--- src/rtl/sprite_pkg.sv ---
// Shared sprite definitions: image size used by the renderers and the loader,
// the packed {R,G,B} pixel word and the loader state encoding.
package sprite_pkg;

    localparam int SPRITE_W = 50;
    localparam int SPRITE_H = 44;

    typedef struct packed {
        logic [7:0] r;
        logic [7:0] g;
        logic [7:0] b;
    } sprite_pixel_t;

    typedef enum logic [2:0] {
        IDLE,
        GET_R,
        GET_G,
        GET_B,
        WRITE,
        FINISH
    } loader_state_e;

endpackage

--- src/rtl/sprite_ram_loader_if.sv ---
// Control, byte-stream and RAM write-port bundle of the sprite RAM loader.
// master = host/bridge side, slave = loader.
interface sprite_ram_loader_if #(
    parameter int ADDR_W = 19,
    parameter int DATA_W = 24
);
    logic              load_start;
    logic              abort;
    logic [7:0]        byte_in;
    logic              byte_valid;
    logic              byte_ready;
    logic [ADDR_W-1:0] write_address;
    logic [DATA_W-1:0] data_out;
    logic              we;
    logic              busy;
    logic              done;

    modport master (
        output load_start, abort, byte_in, byte_valid,
        input  byte_ready, write_address, data_out, we, busy, done
    );

    modport slave (
        input  load_start, abort, byte_in, byte_valid,
        output byte_ready, write_address, data_out, we, busy, done
    );
endinterface

--- src/rtl/sprite_ram_loader.sv ---
// Fills a sprite RAM row-major from an R,G,B byte stream, one 24-bit word per
// pixel. Every output is a register so the RAM write port sees clean timing.
module sprite_ram_loader
    import sprite_pkg::*;
#(
    parameter int IMAGE_WIDTH  = SPRITE_W,
    parameter int IMAGE_HEIGHT = SPRITE_H,
    parameter int ADDR_W       = 19,
    parameter int DATA_W       = 24
) (
    input logic               Clk,
    input logic               Reset_n,
    sprite_ram_loader_if.slave bus
);

    localparam logic [ADDR_W-1:0] LAST_ADDR = ADDR_W'(IMAGE_WIDTH * IMAGE_HEIGHT - 1);

    if (longint'(IMAGE_WIDTH) * longint'(IMAGE_HEIGHT) > (longint'(1) << ADDR_W)) begin : g_size_chk
        $error("sprite_ram_loader: image does not fit in ADDR_W address bits");
    end
    if (DATA_W != $bits(sprite_pixel_t)) begin : g_width_chk
        $error("sprite_ram_loader: DATA_W must match the {R,G,B} pixel width");
    end

    loader_state_e     r_state;
    loader_state_e     w_next;
    logic              w_accept;
    logic [ADDR_W-1:0] r_addr;
    sprite_pixel_t     r_pix;
    logic              r_byte_ready;
    logic              r_we;
    logic              r_busy;
    logic              r_done;

    // abort wins over everything, including the byte that would complete a pixel
    always_comb begin
        w_next   = r_state;
        w_accept = 1'b0;
        if (r_state != IDLE && bus.abort) begin
            w_next = IDLE;
        end else begin
            case (r_state)
                IDLE:   if (bus.load_start) w_next = GET_R;
                GET_R:  if (bus.byte_valid) begin w_accept = 1'b1; w_next = GET_G; end
                GET_G:  if (bus.byte_valid) begin w_accept = 1'b1; w_next = GET_B; end
                GET_B:  if (bus.byte_valid) begin w_accept = 1'b1; w_next = WRITE; end
                WRITE:  w_next = (r_addr == LAST_ADDR) ? FINISH : GET_R;
                FINISH: w_next = IDLE;
                default: w_next = IDLE;
            endcase
        end
    end

    always_ff @(posedge Clk or negedge Reset_n) begin
        if (!Reset_n) r_state <= IDLE;
        else          r_state <= w_next;
    end

    // Outputs are registered decodes of the next state, so they line up with r_state.
    always_ff @(posedge Clk or negedge Reset_n) begin
        if (!Reset_n) begin
            r_byte_ready <= 1'b0;
            r_we         <= 1'b0;
            r_busy       <= 1'b0;
            r_done       <= 1'b0;
            r_addr       <= '0;
            r_pix        <= '0;
        end else begin
            r_byte_ready <= (w_next == GET_R) || (w_next == GET_G) || (w_next == GET_B);
            r_we         <= (w_next == WRITE);
            r_busy       <= (w_next != IDLE);
            r_done       <= (w_next == FINISH);

            if (r_state == IDLE && bus.load_start)
                r_addr <= '0;
            else if (r_state == WRITE && w_next == GET_R)
                r_addr <= r_addr + ADDR_W'(1);

            if (w_accept) begin
                case (r_state)
                    GET_R:   r_pix.r <= bus.byte_in;
                    GET_G:   r_pix.g <= bus.byte_in;
                    GET_B:   r_pix.b <= bus.byte_in;
                    default: ;
                endcase
            end
        end
    end

    assign bus.byte_ready    = r_byte_ready;
    assign bus.write_address = r_addr;
    assign bus.data_out      = r_pix;
    assign bus.we            = r_we;
    assign bus.busy          = r_busy;
    assign bus.done          = r_done;

endmodule

--- src/flat_wrapper.sv ---
// flat-port wrapper written by rule: the top's interface ports become plain ports
module sprite_ram_loader_flat import sprite_pkg::*;
#(
    parameter int IMAGE_WIDTH  = SPRITE_W,
    parameter int IMAGE_HEIGHT = SPRITE_H,
    parameter int ADDR_W       = 19,
    parameter int DATA_W       = 24
)
  (Clk, Reset_n, bus_load_start, bus_abort, bus_byte_in, bus_byte_valid, bus_byte_ready, bus_write_address, bus_data_out, bus_we, bus_busy, bus_done);
  sprite_ram_loader_if #(.ADDR_W(ADDR_W), .DATA_W(DATA_W)) bus_i ();
  input logic Clk;
  input logic Reset_n;
  input wire logic [$bits(bus_i.load_start)-1:0] bus_load_start;
  input wire logic [$bits(bus_i.abort)-1:0] bus_abort;
  input wire logic [$bits(bus_i.byte_in)-1:0] bus_byte_in;
  input wire logic [$bits(bus_i.byte_valid)-1:0] bus_byte_valid;
  output wire logic [$bits(bus_i.byte_ready)-1:0] bus_byte_ready;
  output wire logic [$bits(bus_i.write_address)-1:0] bus_write_address;
  output wire logic [$bits(bus_i.data_out)-1:0] bus_data_out;
  output wire logic [$bits(bus_i.we)-1:0] bus_we;
  output wire logic [$bits(bus_i.busy)-1:0] bus_busy;
  output wire logic [$bits(bus_i.done)-1:0] bus_done;
  assign bus_i.load_start = bus_load_start;
  assign bus_i.abort = bus_abort;
  assign bus_i.byte_in = bus_byte_in;
  assign bus_i.byte_valid = bus_byte_valid;
  assign bus_byte_ready = bus_i.byte_ready;
  assign bus_write_address = bus_i.write_address;
  assign bus_data_out = bus_i.data_out;
  assign bus_we = bus_i.we;
  assign bus_busy = bus_i.busy;
  assign bus_done = bus_i.done;
  sprite_ram_loader #(.IMAGE_WIDTH(IMAGE_WIDTH), .IMAGE_HEIGHT(IMAGE_HEIGHT), .ADDR_W(ADDR_W), .DATA_W(DATA_W)) u_core (.Clk(Clk), .Reset_n(Reset_n), .bus(bus_i));
endmodule
--- config.mk ---
export PLATFORM = sky130hd
export DESIGN_NAME = sprite_ram_loader_flat
export DESIGN_NICKNAME = d
export VERILOG_FILES = /design/src/rtl/sprite_pkg.sv /design/src/rtl/sprite_ram_loader_if.sv /design/src/rtl/sprite_ram_loader.sv /design/src/flat_wrapper.sv
export SDC_FILE = /design/constraint.sdc
export NUM_CORES = 1
export LEC_CHECK = 0
export ABC_CLOCK_PERIOD_IN_PS = 2250
export CAP_MARGIN = 5
export CORE_MARGIN = 2
export CORE_UTILIZATION = 48
export CTS_CLUSTER_SIZE = 40
export DETAILED_ROUTE_END_ITERATION = 16
export GPL_TIMING_DRIVEN = 0
export PLACE_DENSITY = 0.79
export SETUP_SLACK_MARGIN = 0.15
export SYNTH_ARGS = -nofsm -noshare
export SYNTH_HDL_FRONTEND = slang
export SYNTH_SLANG_ARGS = --single-unit
--- constraint.sdc ---
create_clock -name Clk -period 2.25 [get_ports Clk]
set_input_delay 0.5625 -clock Clk [delete_from_list [all_inputs] [get_ports Clk]]
set_output_delay 0.5625 -clock Clk [all_outputs]
set_load 0.1 [all_outputs]
==> metrics.md, run 1 <==
| Metric | Value |
|---|---|
| Pwr dens | 1250 mW/mm² |
| Synth top cells by count | 50 x dfrtp_1, 38 x nand2_1, 16 x mux2_2 |
| Hold_ws | 222 ps |
| Gate power share | 56.5% |
| Row cnt | 25 |
| Int Pwr | 1.91 mW |
| DIE AREA | 0.00543 mm² |
| Finished Layout Cells | 351 |
| Vias in the first global route | 1917 |
| GR Util All Layers | 22.4% |
| Crit path max fanout | 3 |
| Hold Path Class | input pin to asynchronous set/reset pin |
| Worst slew pin tran | 979 ps |
| Core footprint | 0.00469 mm² |
| Top cells by area, synth | dfrtp_1 54%, mux2_2 7.7%, nand2_1 6.1% |
| RePlAce Congestion | 0.861 |
| Avg Inst Size Synth | 10.7 µm² |
| Post-route minimum period | 2080 ps |
| Startpoint types | flip-flop |
| Busiest grt layer | met2 |
| Htree depth | 2 |
| Most frequent cell after synthesis | dfrtp_1 |
| Status | completed |
| Starting Density | 49.7% |
| Worst setup EP type | flip-flop |
| Num ports | 60 |
| DR WL/cell | 17.5 µm |
| Ys flop type | dfrtp_1 |
| Antenna violations before repair | 0 |
| Area of the multi-input gates | 0.00122 mm² |
| Yosys top cell by area | dfrtp_1 |
| Total power draw | 4.34 mW |
| Fraction of layout cells with a size suffix above 1 | 39.4% |
| Met2 usage | 36.9% |
| Req. time, crit path | 2430 ps |
| Largest net degree at the start of global routing | 29 |
| CP arrival | 2260 ps |
| IO buf count | 59 |
| Clk slew on worst S/H paths | 90 ps |
| Fin Setup TNS | 0 ps |
| First-pass GRT wire length | 9360 µm |
| Max-slew violation count | 0 |
| Psw | 2.42 mW |
| Yosys top cell area share | 53.6% |
| Clock network power share | 14.9% |
| Mapped Nets | 231 |
| Drt via density | 5.88 |
| Reg2Reg Depth | 6 |
| Worst-skew pair later-pin latency | 300 ps |
| Async SR Flop Fraction | 100% |
| Grt total ovfl | 0 |
| WL final | 6150 µm |
| # DRC | 0 |
| Vert. Die Dim | 73.7 µm |
| Number of iterations in the first detailed-routing pass | 5 |
| Worst Skew | 5.32 ps |
| Final setup fails | 0 |
| Area growth syn-to-layout | 48.3% |
| Fin. Hold Viols | 0 |
| DP Cell Count | 331 |
| Leakage power | 1.40 nW |
| Mapped Cells | 217 |
| Root Driver | clkbuf_8 |
| Layout fillers | 323 |
| CTS Buffer Depth | 2 |
| GR Layer Usage met1 | 30.6% |
| RSZ-0062 raised after global routing | yes |
| Vias | 2064 |
| Ys Warns | 0 |
| Count of different cell masters after synthesis | 42 |
| Post-synth EDFFs | 0 |
| Storage element area | 0.00128 mm² |
| Num CTS Buffers | 5 |
| WS Path Type | flip-flop to flip-flop |
| Fmax | 481 MHz |
| Nets | 310 |
| M3 GR Usage | 4.12% |
| FF+latch count, synth | 50 |
| Initial DRC count | 158 |
| Sequential power share | 28.5% |
| Antenna cells | 0 |
| Sequential element share of the synthesized area | 53.6% |
| Tcrit/Tclk final | 92.4% |
| Clock sink total | 50 |
| Antenna-violating nets left | 0 |
| Die X | 73.7 µm |
| MaxCap Viol Count | 0 |
| DP HPWL | 3950 µm |
| Peak VDD IR | 1080 µV |
| Area of the mapped netlist | 0.00233 mm² |
| CTS tree | built |
| Switching Share | 55.8% |
| Max-slew headroom | 35.0% |
## final cells by class
type	count	share of cell area, %
Sequential cell	50	37.1
Clock inverter	3	1.37
Timing Repair Buffer	72	19.7
Multi-Input combinational cell	154	35.4
Inverter	5	0.651
Buffer	8	1.88
Tap cell	54	1.95
Clock buffer	5	1.99
## layout by cell type (no fill, tap or decap), types with 8 or more instances in the layout
cell type | synthesis | final
nand4_1 | 8 | 8
clkbuf_2 | 0 | 9
clkdlybuf4s50_1 | 0 | 8
dfrtp_2 | 0 | 13
clkdlybuf4s15_2 | 0 | 18
nand2_1 | 38 | 38
clkdlybuf4s15_1 | 0 | 17
nand3_1 | 10 | 10
dfrtp_1 | 50 | 33
buf_4 | 0 | 13
mux2_2 | 16 | 16
xnor2_1 | 9 | 9
nor2_1 | 12 | 12
## path summary, 6_finish.rpt
check / startpoint / end / slack [ps]
hold reg to reg: u_core.bus.data_out[7] / u_core.bus.data_out[7] / 480
hold / removal: Reset_n / u_core.bus.write_address[17] / 220
max in group asynchronous: Reset_n / u_core.bus.write_address[2] / 1490
min in group Clk: u_core.bus.data_out[7] / u_core.bus.data_out[7] / 480
setup / recovery: u_core.r_state[2] / u_core.bus.write_address[12] / 170
setup reg to reg: u_core.r_state[2] / u_core.bus.write_address[12] / 170
## power groups by stage
| stage | registers (mW) | logic, mW | clock network, mW |
|---|---|---|---|
| 2_1_floorplan | 2.85 | 0.303 | 0 |
| 3_3_place_gp | 1.25 | 2.48 | 0 |
| 3_5_place_dp | 1.25 | 2.50 | 0 |
| 4_1_cts | 1.23 | 2.43 | 0.663 |
| 5_1_grt | 1.26 | 2.52 | 0.693 |
| 6_report | 1.24 | 2.45 | 0.648 |
## routing by layer
metal  part of all wire (%)  vias up  wire length [µm]
met3                    4.9       10               304
li1                       -      965                 -
met5                      0        -                 0
met1                     41     1021              2550
met4                    1.5        0                95
met2                     52       68              3200
## stage by stage
stage | util [%] | setup slack (ps) | cell area [µm²]
2_1_floorplan | - | 89.8 | 2370
3_3_place_gp | 64.6 | -1120 | 3030
3_5_place_dp | 64.9 | -644 | 3050
4_1_cts | 71.0 | 126 | 3330
5_1_grt | 73.7 | 110 | 3460
6_report | 73.7 | 171 | 3460
## state kept, by name, summed over array words and instances, names as in the netlist
| name | cells |
|---|---|
| u_core.bus.data_out | 24 |
| u_core.bus.write_address | 19 |
| u_core.r_state | 3 |
| u_core.bus.busy | 1 |
| u_core.bus.byte_ready | 1 |
| u_core.bus.done | 1 |
| u_core.bus.we | 1 |
## cells by family (layout without fill, tap and decap cells)
logic type      Yosys count  in the layout  share of synthesized area [%]
simple gates             94             94                           21.1
flops                    50             50                           53.6
compound gates           32             32                           10.4
mux                      18             18                           8.58
buf+inv                  13             93                           2.36
xor+xnor                  9              9                           3.38
fa+ha+maj                 1              1                          0.536
## timing repair
item | CTS | global route
setup buffers | 9 | 3
gates resized for setup | 126 | 51
hold buffers | 0 | 0
pin swaps | 7 | 5
endpoints found under the setup margin | 79 | 43
hold endpoints to repair | 0 | 0
## critical path, cell delays in order, from the launching register on
cell	delay, ps
dfrtp_1	420
or4b_4	550
o41a_4	130
buf_4	150
a2111oi_1	490
xnor2_1	170
nor2_1	50
No activity file was read; power rests on OpenSTA's default activity.
==> inputs of run 2 (changes only) <==
--- a/config.mk
+++ b/config.mk
@@ -7,6 +7,7 @@
 export LEC_CHECK = 0
 export ABC_CLOCK_PERIOD_IN_PS = 2250
 export CAP_MARGIN = 5
+export CORE_ASPECT_RATIO = 1.5
 export CORE_MARGIN = 2
 export CORE_UTILIZATION = 48
 export CTS_CLUSTER_SIZE = 40
@@ -14,6 +15,7 @@
 export GPL_TIMING_DRIVEN = 0
 export PLACE_DENSITY = 0.79
 export SETUP_SLACK_MARGIN = 0.15
+export SLEW_MARGIN = 20
 export SYNTH_ARGS = -nofsm -noshare
 export SYNTH_HDL_FRONTEND = slang
 export SYNTH_SLANG_ARGS = --single-unit
==> run 2 against run 1 <==
Compared with the run above: first-iteration DRC count down 32%; critical endpoint is now u_core.bus.write_address[13]; sequential power about the same; largest cell class unchanged; final area down 1.0%; fmax down 1.3%; hold slack better by 71 ps; core utilization down 2.0 points; clock skew up 3.7 ps; sequential share of layout area up 0.39 points; die area up 0.21%; final cell count up 4.6%.
==> metrics.md, run 2 (synthesis gave the netlist of run 1 again) <==
| Metric | Value |
|---|---|
| Status | completed |
| # DRC | 0 |
| Vert. Die Dim | 89.4 µm |
| Startpoint types | flip-flop |
| Commonest cells after routing, fill and taps aside | 37 x nand2_1, 33 x dfrtp_1, 20 x buf_4 |
| Vias | 2154 |
| Row cnt | 31 |
| Fin. Hold Viols | 0 |
| Antenna violations before repair | 0 |
| Area growth syn-to-layout | 46.8% |
| Post-DP Area | 0.00307 mm² |
| RePlAce Congestion | 0.895 |
| MaxCap Viol Count | 0 |
| Post-route minimum period | 2110 ps |
| Root Driver | clkbuf_8 |
| Num CTS Buffers | 5 |
| Largest register FFs | 24 |
| Core footprint | 0.00477 mm² |
| Fin Setup TNS | 0 ps |
| CP peak stage delay | 530 ps |
| DIE AREA | 0.00544 mm² |
| Hold_ws | 293 ps |
| Hold Path Class | input pin to asynchronous set/reset pin |
| Antenna cells | 0 |
| DP Cell Count | 343 |
| Clk slew on worst S/H paths | 100 ps |
| RSZ-0062 raised after global routing | yes |
| Htree depth | 2 |
| Vias in the first global route | 2065 |
| Num ports | 60 |
| First-pass GRT wire length | 9630 µm |
| DR WL/cell | 17.2 µm |
| CTS tree | built |
| Die X | 60.9 µm |
| Nets | 314 |
| Worst setup EP type | flip-flop |
| Tcrit/Tclk final | 93.6% |
| WS Path Type | flip-flop to flip-flop |
| WL final | 6310 µm |
| Finished Layout Cells | 367 |
| Design area | 0.00342 mm² |
| Leakage power | 1.39 nW |
| IO buf count | 59 |
| Antenna-violating nets left | 0 |
| Hold_buf cts | 0 |
| Starting Density | 48.9% |
| Layout fillers | 356 |
| Max-slew violation count | 0 |
| Pwr dens | 1230 mW/mm² |
| Largest net degree at the start of global routing | 30 |
| GR Util All Layers | 23.8% |
| Fraction of layout cells with a size suffix above 1 | 40.2% |
| Max-slew headroom | 36.3% |
| Grt total ovfl | 0 |
| Peak VDD IR | 606 µV |
| Commonest non-fill, non-tap cell in the layout | nand2_1 |
| Critical path's slowest cell | dfrtp_4 |
| Worst-skew pair later-pin latency | 310 ps |
| CTS Buffer Depth | 2 |
| DP HPWL | 4130 µm |
| Req. time, crit path | 2420 ps |
| Clock sink total | 50 |
| Worst Skew | 9.02 ps |
| Fmax | 475 MHz |
| Initial DRC count | 107 |
| Crit path cell chain | ha_4 > nor4bb_2 > o2111ai_1 > a22o_2 > clkinvlp_4 > o41ai_2 > a21oi_1 |
| Crit path max fanout | 7 |
| Drt via density | 5.87 |
| Worst slew pin tran | 959 ps |
| Number of iterations in the first detailed-routing pass | 4 |
| Final setup fails | 0 |
| CP arrival | 2280 ps |
| Utilization after layout | 71.8% |
-- run 2: report_power, final --
part           switching, mW  internal [mW]  leakage (nW)
Combinational           1.98          0.448         0.717
Sequential             0.110           1.12         0.628
Clock                  0.312          0.219        0.0441
-- run 2: timing repair --
| action | in CTS | in global routing |
|---|---|---|
| gates resized for setup | 114 | 56 |
| setup buffers | 6 | 10 |
| setup endpoints to repair | 80 | 41 |
| pin swaps | 6 | 8 |
-- run 2: path summary, 6_finish.rpt --
| kind | startpoint | end | slack [ps] | cells after the start |
|---|---|---|---|---|
| hold / removal | Reset_n | u_core.bus.data_out[16] | 290 | 1 |
| setup reg to reg | u_core.bus.write_address[0] | u_core.bus.write_address[13] | 140 | 7 |
| hold reg to reg | u_core.bus.data_out[4] | u_core.bus.data_out[4] | 490 | 2 |
| max in group asynchronous | Reset_n | u_core.bus.write_address[2] | 1370 | 2 |
| min in group Clk | u_core.bus.data_out[4] | u_core.bus.data_out[4] | 490 | 2 |
| setup / recovery | u_core.bus.write_address[0] | u_core.bus.write_address[13] | 140 | 7 |
-- run 2: final cells by class --
cell class                      count  area [µm²]  share of cell area [%]
Clock inverter                      3        21.3                   0.621
Timing Repair Buffer               76         698                    20.4
Clock buffer                        5        68.8                    2.01
Sequential cell                    50        1280                    37.5
Inverter                            5        22.5                   0.658
Multi-Input combinational cell    154        1190                    34.8
Buffer                              8        55.1                    1.61
Tap cell                           66        82.6                    2.41
-- run 2: stage by stage --
step	setup WS (ps)	total power, mW
floorplan	89.8	3.15
global route	58.9	4.35
global placement	-1130	3.72
finish	143	4.19
CTS	25.3	4.15
detailed placement	-661	3.75
-- run 2: critical path: cells and delay by family, from the launching register on --
family          cells  cell delay, ps
fa+ha+maj           1             180
compound gates      4             870
buf+inv             1             220
flops               1             530
simple gates        1             170
-- run 2: layer usage --
| metal | vias up | global-route usage [%] | wire length [µm] |
|---|---|---|---|
| li1 | 970 | - | - |
| met1 | 1043 | 26.9 | 2430 |
| met2 | 118 | 40.2 | 3250 |
| met3 | 23 | 5.07 | 417 |
| met4 | 0 | 14.2 | 212 |
| met5 | - | 0 | 0 |
